===== config.mk =====
export PLATFORM = sky130hd
export DESIGN_NAME = demux_sweep_sched
export DESIGN_NICKNAME = d
export VERILOG_FILES = /design/src/rtl/demux_sweep_sched.sv
export SDC_FILE = /design/constraint.sdc
export NUM_CORES = 1
export LEC_CHECK = 0
export CORE_ASPECT_RATIO = 1.5
export CORE_MARGIN = 3
export CORE_UTILIZATION = 25
export CTS_CLUSTER_SIZE = 24
export DETAILED_ROUTE_END_ITERATION = 16
export HOLD_SLACK_MARGIN = 0.02
export PLACE_DENSITY = 0.42
export REMOVE_ABC_BUFFERS = 1
export SLEW_MARGIN = 15
export SYNTH_ARGS = -nofsm -noshare
export SYNTH_HDL_FRONTEND = slang
export SYNTH_SLANG_ARGS = --single-unit

===== constraint.sdc =====
create_clock -name clk -period 4.9 [get_ports clk]
set_clock_uncertainty 0.05 [all_clocks]
set_input_delay 0.98 -clock clk [delete_from_list [all_inputs] [get_ports clk]]
set_output_delay 0.98 -clock clk [all_outputs]
set_load 0.05 [all_outputs]

===== src/rtl/demux_sweep_sched.sv =====
// demux_sweep_sched: round-robin dwell/gap sequencer driving a 1-to-8 demux select and data bit.
// Define DEMUX_SWEEP_LIVE_MASK_EN to re-sample ch_en at every channel seek instead of latching it at start.
module demux_sweep_sched #(
  parameter int DWELL_W    = 4,
  parameter int GAP_CYCLES = 1,
  parameter int CNT_W      = 8
) (
  input  logic               clk,
  input  logic               rst_n,
  input  logic               start,
  input  logic               stop,
  input  logic [7:0]         ch_en,
  input  logic [DWELL_W-1:0] dwell,
  input  logic               din,
  output logic [2:0]         sel,
  output logic               dmx_i,
  output logic               dmx_valid,
  output logic               busy,
  output logic               frame_done,
  output logic [CNT_W-1:0]   sweep_cnt,
  output logic               err_empty
);
  localparam logic [1:0] IDLE  = 2'd0;
  localparam logic [1:0] SEEK  = 2'd1;
  localparam logic [1:0] DWELL = 2'd2;
  localparam logic [1:0] GAP   = 2'd3;
  localparam int GW = GAP_CYCLES > 1 ? $clog2(GAP_CYCLES) : 1;

  logic [1:0]         state_q, state_d;
  logic [2:0]         sel_q, sel_d, ptr_q, ptr_d, nxt, top;
  logic [7:0]         mask_q, mask_d, seek_mask;
  logic [DWELL_W-1:0] len_q, len_d, dcnt_q, dcnt_d;
  logic [GW-1:0]      gcnt_q, gcnt_d;
  logic [CNT_W-1:0]   cnt_q, cnt_d;
  logic               stop_q, stop_d, fd_q, fd_d, err_q, err_d;
  logic               valid_q, valid_d, dmx_q, dmx_d, busy_q, busy_d;
  logic               found, seek_empty, stop_hit, last;

`ifdef DEMUX_SWEEP_LIVE_MASK_EN
  assign seek_mask  = ch_en;
  assign seek_empty = ch_en == 8'd0;
`else
  assign seek_mask  = mask_q;
  assign seek_empty = 1'b0;
`endif

  assign stop_hit = stop_q | stop;
  assign last     = ptr_q == top;

  // nxt: first enabled channel strictly after ptr, wrapping; top: highest enabled channel of the sweep mask
  always_comb begin
    nxt   = ptr_q;
    found = 1'b0;
    top   = 3'd0;
    for (int i = 1; i <= 8; i++)
      if (!found && seek_mask[ptr_q + 3'(i)]) begin
        nxt   = ptr_q + 3'(i);
        found = 1'b1;
      end
    for (int i = 0; i < 8; i++)
      if (mask_q[i]) top = 3'(i);
  end

  always_comb begin
    state_d = state_q;
    sel_d   = sel_q;
    ptr_d   = ptr_q;
    mask_d  = mask_q;
    len_d   = len_q;
    dcnt_d  = dcnt_q;
    gcnt_d  = gcnt_q;
    cnt_d   = cnt_q;
    stop_d  = stop_q | (stop && state_q != IDLE);
    fd_d    = 1'b0;
    err_d   = 1'b0;
    case (state_q)
      IDLE:
        if (start) begin
          if (ch_en == 8'd0) err_d = 1'b1;
          else begin
            mask_d  = ch_en;
            len_d   = (dwell == '0) ? DWELL_W'(1) : dwell;
            state_d = SEEK;
          end
        end
      SEEK: begin
        mask_d = seek_mask;
        if (seek_empty) begin
          err_d   = 1'b1;
          stop_d  = 1'b0;
          state_d = IDLE;
        end else begin
          sel_d   = nxt;
          ptr_d   = nxt;
          dcnt_d  = len_q - 1'b1;
          state_d = DWELL;
        end
      end
      DWELL:
        if (dcnt_q != '0) dcnt_d = dcnt_q - 1'b1;
        else begin
          if (last) begin
            fd_d  = 1'b1;
            cnt_d = cnt_q + 1'b1;
          end
          if (stop_hit) begin
            stop_d  = 1'b0;
            state_d = IDLE;
          end else if (GAP_CYCLES > 0) begin
            gcnt_d  = GW'(GAP_CYCLES - 1);
            state_d = GAP;
          end else state_d = SEEK;
        end
      GAP:
        if (gcnt_q != '0) gcnt_d = gcnt_q - 1'b1;
        else begin
          stop_d  = 1'b0;
          state_d = stop_hit ? IDLE : SEEK;
        end
      default: state_d = IDLE;
    endcase
    valid_d = state_d == DWELL;
    dmx_d   = (state_d == DWELL) & din;
    busy_d  = state_d != IDLE;
  end

  always_ff @(posedge clk or negedge rst_n) begin
    if (!rst_n) begin
      state_q <= IDLE;
      sel_q   <= 3'd0;
      ptr_q   <= 3'd7;
      mask_q  <= 8'd0;
      len_q   <= DWELL_W'(1);
      dcnt_q  <= '0;
      gcnt_q  <= '0;
      cnt_q   <= '0;
      stop_q  <= 1'b0;
      fd_q    <= 1'b0;
      err_q   <= 1'b0;
      valid_q <= 1'b0;
      dmx_q   <= 1'b0;
      busy_q  <= 1'b0;
    end else begin
      state_q <= state_d;
      sel_q   <= sel_d;
      ptr_q   <= ptr_d;
      mask_q  <= mask_d;
      len_q   <= len_d;
      dcnt_q  <= dcnt_d;
      gcnt_q  <= gcnt_d;
      cnt_q   <= cnt_d;
      stop_q  <= stop_d;
      fd_q    <= fd_d;
      err_q   <= err_d;
      valid_q <= valid_d;
      dmx_q   <= dmx_d;
      busy_q  <= busy_d;
    end
  end

  assign sel        = sel_q;
  assign dmx_i      = dmx_q;
  assign dmx_valid  = valid_q;
  assign busy       = busy_q;
  assign frame_done = fd_q;
  assign sweep_cnt  = cnt_q;
  assign err_empty  = err_q;
endmodule


==> results.yml, run 1 <==
floorplanning:
  rows: 46
  io_pins: 33
  start_util: 0.2601
  core_area_um2: 10710
  die_width_um: 92.16
  die-area_um2: 12460
  die_h_um: 135.2
grt:
  grt_pass1_vias: 2386
  gr-usage-met3: 0.02613
  grt_overflow_total: 0
  antenna_found_initial: 0
  grt-busiest-layer: "met2"
  grt_pass1_wl_um: 12480
  met1_usage: 0.1341
  grt_max_degree: 39
  grt_usage: 0.1272
  grt_use_met2: 0.2407
routing:
  vias: 2268
  routed_wl_um: 7414
  antenna_left: 0
  wl_per_cell_um: 16.51
  drc_errors: 0
  drtIter0Drc: 109
  via_per_inst: 5.051
  first_pass_iters: 6
status:
  outcome: "finished clean"
worst_setup_path:
  critPathLaunchType: "flip-flop"
  crit_arrival_ns: 3.65
  r2r-start: "ptr_q[1]"
  crit_path_max_fanout: 13
  reg2reg_to: "sel[1]"
  critPathKind: "reg -> reg"
  r2r_setup_slack_ns: 1.34
  reg2regPathDepth: 8
  cp.required_ns: 4.99
  end_kind: "flip-flop"
logic_synthesis:
  ys_ff_latch: 38
  synthCells: 276
  yosys_warnings: 0
  mappedNetlistArea_um2: 2784
  synth-edff-count: 0
  avgSynthCellArea_um2: 10.09
  synthArstFlopShare: 1.000
  yosysUniqueCellTypes: 58
  yosys_most_used_dff: "dfrtp_1"
  seq_area_frac_synth: 0.3434
cts:
  clock-sinks: 38
  cts_buffers: 5
  clkLatencyLatePin_ns: 0.29
  ctsHtreeMaxLevel: 2
  cts-root-buf: "clkbuf_16"
  cts_resized: 0
  clk_path_buf_depth: 2
  cts_setup_buffers: 0
  hold_buffers: 0
  path_clk_slew_ns: 0.06
  cts_tree: "yes"
placed_design:
  gp_congestion: 0.8324
  dp_hpwl_um: 5729
  port-buffer-count: 32
sta:
  finalSetupTns_ns: 0
  hold_viol: 0
  period_needed_ns: 3.558
  worst_pin_slew_ns: 0.9180
  slew_headroom: 0.3880
  rsz0062_at_grt: "no"
  fmax_ghz: 0.2811
  finalMaxSlewViolations: 0
  setup_viol: 0
  post-route-period-util: 0.7261
min_path:
  hp-start: "sweep_cnt[7]"
  worst_hold_path_type: "reg -> reg"
  worstHoldEndpoint: "sweep_cnt[7]"
  worstHoldPathCells: 1
finish:
  drive_above_1_share: 0.1541
  syn_to_final_growth_pct: 19.69
  fin_nets: 325
  diodes: 0
flow_run:
  cap_violations: 0
-- area by class of cell --
type                    count  area, um^2
fillers                  1145        7373
multi-input cells         216        1684
flip-flops and latches     38       955.9
clock buffers               7       142.6
inverters                   9       33.78
repair buffers             34       330.3
clock inverters             1       5.005
well taps                 144       180.2
-- stage by stage --
step           hold WS [ns]  setup WS [ns]  instance area [um^2]  cells  utilization
2_1_floorplan        0.4072          1.719                  2674    263            -
3_3_place_gp         0.4183          1.379                  3184    441       0.2975
3_5_place_dp         0.4220          1.338                  3184    441       0.2975
4_1_cts              0.4340          1.336                  3332    449       0.3112
5_1_grt              0.4511         0.9973                  3332    449       0.3112
6_report             0.4246          1.342                  3332    449       0.3112
-- sequential cells by signal, indices dropped and copies added (netlist names), 2 cells and up --
register and flops:
sweep_cnt 8, mask_q 8, sel 3, len_q 4, ptr_q 3, dcnt_q 4
state_q 2
-- cell usage after synthesis, types with 2 or more instances --
library cell,number,share of area
nor3_1,8,0.014
xnor2_1,10,0.031
mux2_2,15,0.061
dfstp_2,4,0.038
a22oi_1,2,0.0054
mux4_2,7,0.057
o21a_1,4,0.011
o2111ai_1,5,0.016
clkbuf_8,4,0.020
ha_1,4,0.018
nor2b_1,2,0.0045
o41ai_1,2,0.0063
a211oi_1,6,0.016
or4_1,2,0.0054
or3_1,2,0.0045
and3_1,2,0.0045
a21oi_1,20,0.036
o31ai_1,5,0.013
and2_1,5,0.011
nor4_1,2,0.0045
mux4_1,3,0.028
o21ai_0,6,0.011
a221oi_1,2,0.0063
buf_6,2,0.0081
o211ai_1,6,0.016
mux2i_4,2,0.016
a2111oi_0,2,0.0063
nor2_1,13,0.018
clkbuf_1,4,0.0054
a211o_2,2,0.0072
clkbuf_2,2,0.0036
nand3_1,4,0.0072
nand2b_1,5,0.011
nand2_1,35,0.047
xor2_1,3,0.0094
inv_1,7,0.0094
a21boi_0,2,0.0054
mux2i_1,12,0.043
dfrtp_1,34,0.31
-- worst max-delay path, cell delays in order (launching register included) --
cell       delay (ns)
dfstp_2          0.68
inv_1            0.31
ha_1             0.52
inv_2            0.24
mux4_1           0.64
a211oi_1         0.22
a2111oi_0        0.10
a2111oi_0        0.53
a211oi_1         0.11
-- layout by cell type (no fill, tap or decap), types with 3 or more instances in the layout --
cell             instances
nand2_1                 35
clkdlybuf4s50_1         31
mux4_2                   7
nor2_1                  13
nand2b_1                 5
clkbuf_16                5
inv_1                    7
ha_1                     4
o211ai_1                 6
a21oi_1                 20
a211oi_1                 6
xnor2_1                 10
and2_1                   5
nand3_1                  4
mux2_2                  15
nor3_1                   8
xor2_1                   3
o21ai_0                  6
dfrtp_1                 34
mux4_1                   3
mux2i_1                 12
o21a_1                   4
o2111ai_1                5
dfstp_2                  4
o31ai_1                  5
-- cell families (layout without fill, tap and decap cells) --
family	count (synthesis)	after routing	share of synthesized area
multiplexers	39	39	0.2049
buffers and inverters	22	51	0.05168
XOR/XNOR	13	13	0.04090
adder cells (fa/ha/maj)	4	4	0.01798
flip-flops	38	38	0.3434
AND/OR/NAND/NOR	90	90	0.1676
AO/OA/AOI/OAI	70	70	0.1735
-- worst max path at each step --
stage | to | cells past startpoint | startpoint
3_5_place_dp | sel[1] | 8 | ptr_q[1]
3_3_place_gp | sel[1] | 8 | ptr_q[1]
5_1_grt | sel[1] | 8 | ptr_q[1]
2_1_floorplan | sel[1] | 8 | ptr_q[0]
6_report | sel[1] | 8 | ptr_q[1]
4_1_cts | sel[1] | 8 | ptr_q[1]
-- per-layer routing --
metal,vias up,wire (um),part of all wire
met5,-,0,0
met4,0,174,0.023
met3,11,233,0.031
met2,46,4128,0.56
met1,1115,2878,0.39
li1,1096,-,-
Power of run 1 is not shown: default switching activity piles up to over one toggle a cycle in this logic, so the estimate is an artifact.
==> inputs of run 2 (changes only) <==
--- a/config.mk
+++ b/config.mk
@@ -11,7 +11,7 @@
 export CTS_CLUSTER_SIZE = 24
 export DETAILED_ROUTE_END_ITERATION = 16
 export HOLD_SLACK_MARGIN = 0.02
-export PLACE_DENSITY = 0.42
+export PLACE_DENSITY = 0.43
 export REMOVE_ABC_BUFFERS = 1
 export SLEW_MARGIN = 15
 export SYNTH_ARGS = -nofsm -noshare
==> constraint.sdc (replaced) <==
create_clock -name clk -period 2.99 [get_ports clk]
set_clock_uncertainty 0.05 [all_clocks]
set_input_delay 0.598 -clock clk [delete_from_list [all_inputs] [get_ports clk]]
set_output_delay 0.598 -clock clk [all_outputs]
set_load 0.05 [all_outputs]
==> results.yml, run 2 (synthesis results as in run 1) <==
worst_setup_path:
  crit_arrival_ns: 2.95
  reg2reg_to: "sel[2]"
  crit_path_max_fanout: 4
  critPathLaunchType: "flip-flop"
  critPathKind: "reg -> reg"
  cp.required_ns: 3.07
  slowest_stage: "o32ai_1"
  r2r-start: "ptr_q[0]"
  r2r_setup_slack_ns: 0.12
  path_cells: "inv_1 -> ha_1 -> buf_4 -> mux4_2 -> buf_4 -> a21boi_0 -> o32ai_1 -> a21oi_1"
  critPathMaxStageDelay_ns: 0.63
  reg2regPathDepth: 8
  end_kind: "flip-flop"
  critical-path-top-cell-by-count: "buf_4"
routing:
  vias: 2367
  wl_met3_um: 162
  wl_met2_um: 4315
  wl_met1_um: 2931
  highest_layer: "met4"
  antenna_left: 0
  via_per_inst: 4.880
  wl_per_cell_um: 15.95
  drc_errors: 0
  first_pass_iters: 4
  drtIter0Drc: 127
  routed_wl_um: 7735
sta:
  worst_pin_slew_ns: 0.8885
  fmax_ghz: 0.3487
  setup_viol: 0
  whs_ns: 0.3733
  post-route-period-util: 0.9590
  rsz0062_at_grt: "no"
  period_needed_ns: 2.867
  finalMaxSlewViolations: 0
  hold_viol: 0
  fin_ws_ns: 0.1226
  slew_headroom: 0.4077
placed_design:
  port-buffer-count: 32
  gp_congestion: 0.7792
  dp_cells: 477
  pre_cts_ws_ns: 0.05247
  dp_hpwl_um: 6149
  place_area_um2: 3467
floorplanning:
  rows: 46
  die_width_um: 92.16
  io_pins: 33
  die-area_um2: 12460
  die_h_um: 135.2
  start_util: 0.2601
  core_area_um2: 10710
finish:
  fin_nets: 361
  layout_commonest_cell: "buf_4"
  layout_common_cells: "buf_4, nand2_1, dfrtp_1, clkdlybuf4s50_1, a21oi_1"
  fin_cells: 485
  syn_to_final_growth_pct: 30.29
  diodes: 0
  fin_area_um2: 3627
  drive_above_1_share: 0.2551
grt:
  grt_pass1_vias: 2505
  grt_overflow_total: 0
  grt_pass1_wl_um: 12970
  grt_max_degree: 39
  grt_usage: 0.1327
  antenna_found_initial: 0
cts:
  clkLatencyLatePin_ns: 0.29
  path_clk_slew_ns: 0.06
  cts_setup_buffers: 0
  clk_path_buf_depth: 2
  cts_tree: "yes"
  cts_buffers: 5
  clock-sinks: 38
  ctsHtreeMaxLevel: 2
  cts-root-buf: "clkbuf_16"
status:
  outcome: "finished clean"
min_path:
  worst_hold_path_type: "in -> async"
flow_run:
  cap_violations: 0
==> run 2: worst max path at each step <==
| stage | cells past startpoint | from | to |
|---|---|---|---|
| 6_report | 8 | ptr_q[0] | sel[2] |
| 5_1_grt | 9 | ptr_q[0] | sel[0] |
| 4_1_cts | 10 | ptr_q[0] | sel[2] |
| 3_5_place_dp | 10 | ptr_q[0] | sel[2] |
| 3_3_place_gp | 8 | ptr_q[0] | ptr_q[1] |
| 2_1_floorplan | 8 | ptr_q[0] | sel[1] |
==> run 2: area by class of cell <==
type / instances / area, um^2
clock inverters: 1 / 5.005
multi-input cells: 216 / 1697
fillers: 1139 / 7078
flip-flops and latches: 38 / 955.9
repair buffers: 70 / 613.1
well taps: 144 / 180.2
clock buffers: 7 / 142.6
inverters: 9 / 33.78
==> run 2: metrics by stage <==
stage | TNS, ns | util
floorplan | -0.4353 | -
finish | 0 | 0.3388
global placement | 0 | 0.3239
global route | 0 | 0.3388
CTS | 0 | 0.3377
detailed placement | 0 | 0.3239
==> run 2: what timing repair did <==
item | in CTS | in global routing
resized for setup | 0 | 5
endpoints found under the setup margin | 0 | 5
hold buffers | 0 | 0
==> run 2: critical path: cells and delay by family, from the launching register on <==
kind	cells	cell delay, ns
AO/OA/AOI/OAI	3	0.89
flip-flops	1	0.55
multiplexers	1	0.55
buffers and inverters	3	0.35
adder cells (fa/ha/maj)	1	0.31
==> run 2: layer usage <==
metal,vias to the layer above,track usage
li1,1163,-
met1,1148,0.1387
met2,42,0.2524
met3,14,0.01779
met4,0,0.07190
met5,-,0
Power of run 2 is left out for the same reason.
==> inputs of run 3 (changes only) <==
--- a/config.mk
+++ b/config.mk
@@ -5,14 +5,15 @@
 export SDC_FILE = /design/constraint.sdc
 export NUM_CORES = 1
 export LEC_CHECK = 0
+export CAP_MARGIN = 20
 export CORE_ASPECT_RATIO = 1.5
 export CORE_MARGIN = 3
 export CORE_UTILIZATION = 25
 export CTS_CLUSTER_SIZE = 24
 export DETAILED_ROUTE_END_ITERATION = 16
-export HOLD_SLACK_MARGIN = 0.02
 export PLACE_DENSITY = 0.43
 export REMOVE_ABC_BUFFERS = 1
+export SKIP_CTS_REPAIR_TIMING = 1
 export SLEW_MARGIN = 15
 export SYNTH_ARGS = -nofsm -noshare
 export SYNTH_HDL_FRONTEND = slang
==> results of run 3 <==
Same layout as run 2: the final DEF is identical, and so are final timing and power.
Power of run 3 is left out for the same reason.
